--- config.mk ---
export PLATFORM = sky130hd
export DESIGN_NAME = bnn_layer_sequencer
export DESIGN_NICKNAME = d
export VERILOG_FILES = /design/src/rtl/bnn_layer_sequencer.sv
export SDC_FILE = /design/constraint.sdc
export NUM_CORES = 1
export LEC_CHECK = 0
export ABC_AREA = 1
export CORE_MARGIN = 2
export CORE_UTILIZATION = 51
export DETAILED_ROUTE_END_ITERATION = 8
export PLACE_DENSITY = 0.86
export SLEW_MARGIN = 25
export SYNTH_ARGS = -nofsm -noshare
export SYNTH_HDL_FRONTEND = slang
export SYNTH_SLANG_ARGS = --single-unit
--- constraint.sdc ---
create_clock -name iCLK -period 2.1 [get_ports iCLK]
set_input_delay 0.63 -clock iCLK [delete_from_list [all_inputs] [get_ports iCLK]]
set_output_delay 0.63 -clock iCLK [all_outputs]
set_load 0.02 [all_outputs]
--- src/rtl/bnn_layer_sequencer.sv ---
// Layer-level controller: steps one BNN inference through CONV1..FCL2, presenting
// per-layer config, clear/launch pulses, a per-layer watchdog and host status.
module bnn_layer_sequencer #(
  parameter int                TMO_WL  = 16,
  parameter logic [TMO_WL-1:0] TMO_MAX = 16'hFFFF
) (
  input  logic       iCLK,
  input  logic       iRST,
  input  logic       iSTART,
  input  logic       iABORT,
  input  logic       iLAYER_DONE,
  input  logic       iRESULT_VALID,
  input  logic [3:0] iRESULT,
  output logic       oLAYER_RST,
  output logic       oLAYER_START,
  output logic [2:0] oLAYER,
  output logic [8:0] oTH_OFFSET,
  output logic [3:0] oACC_MAX,
  output logic [8:0] oWR_COUNT,
  output logic [8:0] oWR_BASE,
  output logic [8:0] oRD_BASE,
  output logic       oBUSY,
  output logic       oDONE,
  output logic       oERR,
  output logic [3:0] oCLASS
);

  typedef enum logic [2:0] {IDLE, CLR, LAUNCH, RUN, FINISH, ERR} state_t;

  localparam logic [2:0] L_NONE  = 3'b000;
  localparam logic [2:0] L_CONV1 = 3'b010;
  localparam logic [2:0] L_CONV2 = 3'b011;
  localparam logic [2:0] L_CONV3 = 3'b100;
  localparam logic [2:0] L_FCL1  = 3'b101;
  localparam logic [2:0] L_FCL2  = 3'b110;

  localparam logic [TMO_WL-1:0] TMO_LAST = TMO_MAX - 1'b1;

  typedef struct packed {
    logic [8:0] th;
    logic [3:0] acc;
    logic [8:0] wrcnt;
    logic [8:0] wrbase;
    logic [8:0] rdbase;
  } cfg_t;

  function automatic cfg_t layer_cfg(input logic [2:0] code);
    cfg_t c;
    c = '0;
    case (code)
      L_CONV1: c = '{th: 9'd0,   acc: 4'd9, wrcnt: 9'd252, wrbase: 9'd0,   rdbase: 9'd0};
      L_CONV2: c = '{th: 9'd112, acc: 4'd9, wrcnt: 9'd48,  wrbase: 9'd252, rdbase: 9'd0};
      L_CONV3: c = '{th: 9'd224, acc: 4'd9, wrcnt: 9'd6,   wrbase: 9'd0,   rdbase: 9'd252};
      L_FCL1:  c = '{th: 9'd336, acc: 4'd6, wrcnt: 9'd1,   wrbase: 9'd252, rdbase: 9'd0};
      L_FCL2:  c = '{th: 9'd0,   acc: 4'd6, wrcnt: 9'd0,   wrbase: 9'd0,   rdbase: 9'd252};
      default: c = '0;
    endcase
    return c;
  endfunction

  state_t            state;
  cfg_t              cfg;
  logic [TMO_WL-1:0] wdt;

  assign oTH_OFFSET = cfg.th;
  assign oACC_MAX   = cfg.acc;
  assign oWR_COUNT  = cfg.wrcnt;
  assign oWR_BASE   = cfg.wrbase;
  assign oRD_BASE   = cfg.rdbase;

  always_ff @(posedge iCLK) begin
    if (iRST) begin
      state        <= IDLE;
      cfg          <= '0;
      wdt          <= '0;
      oLAYER       <= L_NONE;
      oLAYER_RST   <= 1'b0;
      oLAYER_START <= 1'b0;
      oBUSY        <= 1'b0;
      oDONE        <= 1'b0;
      oERR         <= 1'b0;
      oCLASS       <= 4'd0;
    end else begin
      oLAYER_RST   <= 1'b0;
      oLAYER_START <= 1'b0;
      if (iABORT && state != IDLE && state != ERR) begin
        state      <= IDLE;
        cfg        <= '0;
        oLAYER     <= L_NONE;
        oLAYER_RST <= 1'b1;
        oBUSY      <= 1'b0;
        oDONE      <= 1'b0;
      end else begin
        case (state)
          IDLE, ERR: begin
            if (iSTART) begin
              state      <= CLR;
              oLAYER     <= L_CONV1;
              cfg        <= layer_cfg(L_CONV1);
              oLAYER_RST <= 1'b1;
              oBUSY      <= 1'b1;
              oERR       <= 1'b0;
            end
          end
          CLR: begin
            state        <= LAUNCH;
            oLAYER_START <= 1'b1;
          end
          LAUNCH: begin
            state <= RUN;
            wdt   <= '0;
          end
          RUN: begin
            // Completion beats watchdog expiry when both land on the same edge.
            if (oLAYER == L_FCL2 && iRESULT_VALID) begin
              oCLASS <= iRESULT;
              state  <= FINISH;
            end else if (oLAYER != L_FCL2 && iLAYER_DONE) begin
              oLAYER     <= oLAYER + 3'd1;
              cfg        <= layer_cfg(oLAYER + 3'd1);
              oLAYER_RST <= 1'b1;
              state      <= CLR;
            end else if (wdt == TMO_LAST) begin
              state  <= ERR;
              oERR   <= 1'b1;
              oBUSY  <= 1'b0;
              oLAYER <= L_NONE;
              cfg    <= '0;
            end else begin
              wdt <= wdt + 1'b1;
            end
          end
          FINISH: begin
            // Two cycles: the first raises oDONE while still busy, the second retires.
            if (!oDONE) begin
              oDONE <= 1'b1;
            end else begin
              oDONE  <= 1'b0;
              oBUSY  <= 1'b0;
              oLAYER <= L_NONE;
              cfg    <= '0;
              state  <= IDLE;
            end
          end
          default: state <= IDLE;
        endcase
      end
    end
  end

endmodule

==> results.yml, run 1 <==
critical_path:
  crit_fanout: 7
  slowest_delay_ns: 0.67
  cp_num_buf_inv: 1
  cp.depth: 1
  r2r_slack_ns: 0.24
  cp_top_family: "buffers and inverters"
  crit-reg2reg-launch: "oLAYER[0]"
  worst_setup_path_start_kind: "flop"
  crit_type: "reg -> out"
  reg2regPathDepth: 10
  endpoint: "oRD_BASE[5]"
  cp_data_arrival_time_ns: 1.42
  cp.required_ns: 1.47
  startpoint: "oRD_BASE[6]"
  reg2reg_to: "oWR_COUNT[6]"
  end_kind: "output pin"
  cp_cell_sequence: "clkdlybuf4s50_1"
  slowest_stage: "clkdlybuf4s50_1"
cts:
  clock_path_buffers: 2
  cts.clk_slew.worst_paths_ns: 0.08
  cts_hold_buf: 0
  clockRootBuffer: "clkbuf_8"
  cts_made_buffers: 5
  cts_resized: 0
  cts_tree: "done"
  cts.htree.levels: 2
  clock_latency_ns: 0.30
  cts.sinks: 42
  post_cts_buffers: 0
layout:
  drive_gt1_frac: 0.09052
  stdcell_area_sq_mm: 0.003231
  areaGrowthSynthToFinish_pct: 19.26
  diodes: 0
  fin_nets: 480
  layout_commonest_cell: "nand2_1"
  mostFrequentLayoutCells: "nand2_1 (127), nor2_1 (66), clkdlybuf4s50_1 (45), dfxtp_1 (41), inv_1 (34)"
  nFillCells: 483
logic_synthesis:
  yosys.cell_types.count: 29
  synth_area_leaders: "dfxtp_1 (31%), nand2_1 (18%), nor2_1 (9.1%)"
  yosys_warnings: 0
  netlist_area_sq_mm: 0.002709
  synth.avg_cell_area_sq_um: 6.389
  ys_seq_area_frac: 0.3104
  synth_seq_cells: 42
  synth_top_area_cell: "dfxtp_1"
  synth_top_area_frac: 0.3104
  synthCells: 424
detailed_routing:
  top_layer_used: "met4"
  dr_wl_met3_microns: 304
  drc: 0
  met1_length_mm: 2.786
  met2_length_mm: 3.019
  avgRoutedWirePerCell_microns: 11.75
  antenna_left: 0
  num_vias: 2693
  routed_wl_mm: 6.276
  via_per_inst: 5.043
  drt_pass1_iterations: 5
  dr.first_iter.drc_count: 158
floorplan:
  io_pins: 62
  fp-row-count: 26
  die-area_sq_mm: 0.005911
  die_height_microns: 76.88
  core_area_sq_mm: 0.005107
  die_w_microns: 76.88
  initial_core_util: 0.5304
placed_design:
  port_buffers: 50
  pre_cts_ws_ns: -0.001683
  dpl-instance-area_sq_mm: 0.003131
  dp_hpwl_mm: 4.734
  gp_congestion: 0.8952
sta:
  final-hold-violation-count: 0
  hold-worst-slack_ns: 0.4654
  timing.final.ws_setup_ns: 0.05101
  period_minus_slack_ns: 2.049
  max_freq_ghz: 0.4880
  fin_skew_ns: 0.008950
  finalSetupTns_ns: 0
  rsz0062_at_grt: "no"
  setup_viol: 0
  period_share: 0.9757
  slew_violations: 0
outcome:
  status: "completed"
grt:
  grt_pass1_vias: 2434
  grt_overflow: 0
  antenna_found_initial: 0
  grt_max_degree: 18
  grt_first_pass_wirelength_mm: 10.67
  grt_usage: 0.2186
flow_run:
  maxCapViolCount: 0
power_and_ir_drop:
  peakVddDrop_mv: 0.4768
  powerDensity_mw_per_mm2: 888.7
  total_power_mw: 2.871
  leakagePower_nw: 1.336
min_path:
  hp-class: "reg -> reg"
==> worst reg2reg max path: stages, from the launching register on <==
cell and delay (ns):
dfxtp_2 0.41, inv_1 0.10, ha_1 0.26, nand3_1 0.14, nor2_1 0.08, inv_2 0.08
nand2_1 0.07, nor2_2 0.13, nand2_2 0.18, o21bai_1 0.24, nor2_1 0.06
==> cell usage after synthesis (all sizes together) <==
cell type	instances
xnor2	1
clkbuf	3
o21ai	11
a31oi	2
nand4	5
o21a	1
nor2	73
ha	7
conb	1
nand2	133
buf	34
a21oi	28
nand3	32
xor2	2
dfxtp	42
inv	40
clkinv	1
o21bai	8
==> cell type report <==
cell class | count | area (sq um) | share of cell area
sequential | 42 | 842.1 | 0.2607
timing repair buffer | 59 | 580.6 | 0.1797
clock buffer | 6 | 72.57 | 0.02246
tap | 70 | 87.58 | 0.02711
multi-input combinational | 314 | 1479 | 0.4578
clock inverter | 2 | 13.76 | 0.004260
inverter | 41 | 155.1 | 0.04802
==> layer usage <==
layer  GRT usage  vias up
met5           0        -
met4      0.1018        0
met3     0.04000       18
met2      0.3711       82
met1      0.2672     1223
li1            -     1370
==> cells by family (layout without fill, tap and decap cells) <==
group | count (synthesis) | count (layout) | synth area share
AND/OR/NAND/NOR | 243 | 243 | 0.3829
buffers and inverters | 78 | 108 | 0.1575
AO/OA/AOI/OAI | 50 | 50 | 0.1058
flip-flops | 42 | 42 | 0.3104
adder cells (fa/ha/maj) | 7 | 7 | 0.03233
XOR/XNOR | 3 | 3 | 0.009702
other | 1 | 11 | 0.001384
==> metrics by stage <==
| stage | util | std cells |
|---|---|---|
| after global placement | 0.6129 | 526 |
| after detailed placement | 0.6129 | 526 |
| after CTS | 0.6298 | 534 |
| after floorplan | - | 434 |
| final | 0.6325 | 534 |
| after global routing | 0.6325 | 534 |
==> where the power goes <==
group	switching [mW]	internal, mW	total [mW]	leakage [nW]
Combinational	0.880	0.479	1.36	0.950
Clock	0.289	0.235	0.524	0.0452
Sequential	0.0916	0.897	0.989	0.341
Total	1.26	1.61	2.87	1.34
==> state kept, by name, indices dropped and copies added (netlist names) <==
register and flops:
oACC_MAX 2, oERR 1, wdt 16, oTH_OFFSET 4, oCLASS 4, oRD_BASE 1, oLAYER_RST 1, state 3
oBUSY 1, oLAYER_START 1, oWR_COUNT 4, oDONE 1, oLAYER 3
==> how the worst min path moves through the flow <==
stage | start | end | slack [ns] | cells after the start
floorplan | wdt[6] | wdt[6] | 0.47 | 2
global placement | oTH_OFFSET[6] | oTH_OFFSET[6] | 0.45 | 2
detailed placement | oTH_OFFSET[6] | oTH_OFFSET[6] | 0.45 | 2
CTS | oTH_OFFSET[6] | oTH_OFFSET[6] | 0.46 | 2
global route | oTH_OFFSET[6] | oTH_OFFSET[6] | 0.49 | 2
finish | oTH_OFFSET[6] | oTH_OFFSET[6] | 0.47 | 2
Power figures use the tool's default switching activity.
==> run 2, diff against run 1 <==
Settings changed: MAX_ROUTING_LAYER set to met4.
==> results.yml, run 2 (synthesis results as in run 1) <==
layout:
  largest_reg_flops: 16
  largest_register: "wdt"
  fin_nets: 480
  layout_commonest_cell: "nand2_1"
  nFillCells: 456
  areaGrowthSynthToFinish_pct: 19.31
  drive_gt1_frac: 0.09267
  finish.utilization: 0.6328
  stdcell_area_sq_mm: 0.003232
  diodes: 0
  mostFrequentLayoutCells: "nand2_1 (127), nor2_1 (66), clkdlybuf4s50_1 (48), dfxtp_1 (41), inv_1 (34)"
critical_path:
  slowest_stage: "clkdlybuf4s50_1"
  reg2regPathDepth: 10
  slowest_delay_ns: 0.66
  cp_data_arrival_time_ns: 1.41
  reg2reg_to: "oWR_COUNT[6]"
  crit-reg2reg-launch: "oLAYER[0]"
  cp_num_buf_inv: 1
  cp_cell_sequence: "clkdlybuf4s50_1"
  crit_fanout: 6
  crit_type: "reg -> out"
  cp_top_family: "buffers and inverters"
  r2r_slack_ns: 0.24
  worst_setup_path_start_kind: "flop"
  end_kind: "output pin"
  cp.required_ns: 1.47
grt:
  grt_usage: 0.2253
  grt_max_degree: 18
  grt_overflow: 0
  grt_pass1_vias: 2450
  grt_first_pass_wirelength_mm: 10.78
  antenna_found_initial: 0
cts:
  clockRootBuffer: "clkbuf_8"
  cts_hold_buf: 0
  post_cts_buffers: 0
  cts.sinks: 42
  cts_made_buffers: 5
  cts.htree.levels: 2
  cts_tree: "done"
  cts.clk_slew.worst_paths_ns: 0.08
  clock_latency_ns: 0.30
  clock_path_buffers: 2
floorplan:
  die_w_microns: 76.88
  die_height_microns: 76.88
  io_pins: 62
  initial_core_util: 0.5304
  fp-row-count: 26
  die-area_sq_mm: 0.005911
  core_area_sq_mm: 0.005107
sta:
  finalSetupTns_ns: 0
  slew_violations: 0
  timing.final.ws_setup_ns: 0.05557
  fin_skew_ns: 0.005553
  rsz0062_at_grt: "no"
  period_minus_slack_ns: 2.044
  final-hold-violation-count: 0
  max_freq_ghz: 0.4891
  setup_viol: 0
  period_share: 0.9735
power_and_ir_drop:
  p_sw_mw: 1.244
  total_power_mw: 2.884
  swShare: 0.4312
  power_frac_seq: 0.342
  powerDensity_mw_per_mm2: 892.5
  power.internal_mw: 1.641
  leakagePower_nw: 1.282
  pwr-share-clk: 0.192
  pwr-share-comb: 0.466
  peakVddDrop_mv: 0.4578
min_path:
  hold_depth: 2
  hp-class: "reg -> reg"
  whs_endpoint: "oTH_OFFSET[5]"
  hp-start: "oTH_OFFSET[5]"
detailed_routing:
  drc: 0
  dr.first_iter.drc_count: 130
  antenna_left: 0
  avgRoutedWirePerCell_microns: 11.53
  routed_wl_mm: 6.155
  drt_pass1_iterations: 4
  num_vias: 2689
  via_per_inst: 5.036
flow_run:
  maxCapViolCount: 0
placed_design:
  gp_congestion: 0.8906
  dpl-instance-area_sq_mm: 0.003131
  pre_cts_ws_ns: 0.002992
  dp_hpwl_mm: 4.694
  port_buffers: 50
outcome:
  status: "completed"
## run 2: cell count changes in the layout (fill, tap and decap cells not counted)
cell             before  now
clkinvlp_4            0    1
clkbuf_8              5    6
clkinv_4              1    0
clkdlybuf4s50_1      45   48
dlymetal6s2s_1        5    2
clkbuf_1              1    0
## run 2: worst max path at each step
| stage | end | cells after the start | startpoint | slack, ns |
|---|---|---|---|---|
| final | oLAYER[1] | 1 | oLAYER[1] | 0.06 |
| after global routing | oWR_BASE[5] | 1 | oTH_OFFSET[4] | 0.005 |
| after CTS | oLAYER[0] | 1 | oLAYER[0] | 0.02 |
| after detailed placement | wdt[12] | 9 | iRESULT_VALID | 0.003 |
| after global placement | wdt[1] | 10 | iRESULT_VALID | 0.04 |
| after floorplan | wdt[14] | 12 | oLAYER[0] | 0.13 |
## run 2: layer usage
layer	GRT usage	up-vias	wire length, microns	share of wire
li1	-	1365	-	-
met1	0.2687	1220	2662	0.43
met2	0.3763	94	2999	0.49
met3	0.04588	10	394	0.064
met4	0.08182	0	99	0.016
met5	-	-	0	0
## run 2: what timing repair did
item	4_1_cts	5_1_grt
gates resized for setup	0	3
hold endpoints to repair	0	0
endpoints found under the setup margin	0	7
## run 2: power groups by stage
| stage | clock network [mW] | logic [mW] | registers, mW |
|---|---|---|---|
| 2_1_floorplan | 0 | 0.932 | 1.07 |
| 3_3_place_gp | 0 | 1.30 | 1.00 |
| 3_5_place_dp | 0 | 1.34 | 1.00 |
| 4_1_cts | 0.566 | 1.34 | 0.987 |
| 5_1_grt | 0.595 | 1.48 | 1.00 |
| 6_report | 0.553 | 1.35 | 0.987 |
## run 2: cell type report
class / count / area (sq um) / area share
multi-input cells: 314 / 1479 / 0.4576
clock inverters: 2 / 12.51 / 0.003871
clock buffers: 6 / 82.58 / 0.02555
flip-flops and latches: 42 / 842.1 / 0.2605
well taps: 70 / 87.58 / 0.02710
repair buffers: 59 / 573.1 / 0.1773
inverters: 41 / 155.1 / 0.04801
## run 2: stage by stage
step,std cells,hold slack (ns)
2_1_floorplan,434,0.4740
3_3_place_gp,526,0.4484
3_5_place_dp,526,0.4573
4_1_cts,534,0.4703
5_1_grt,534,0.4888
6_report,534,0.4699
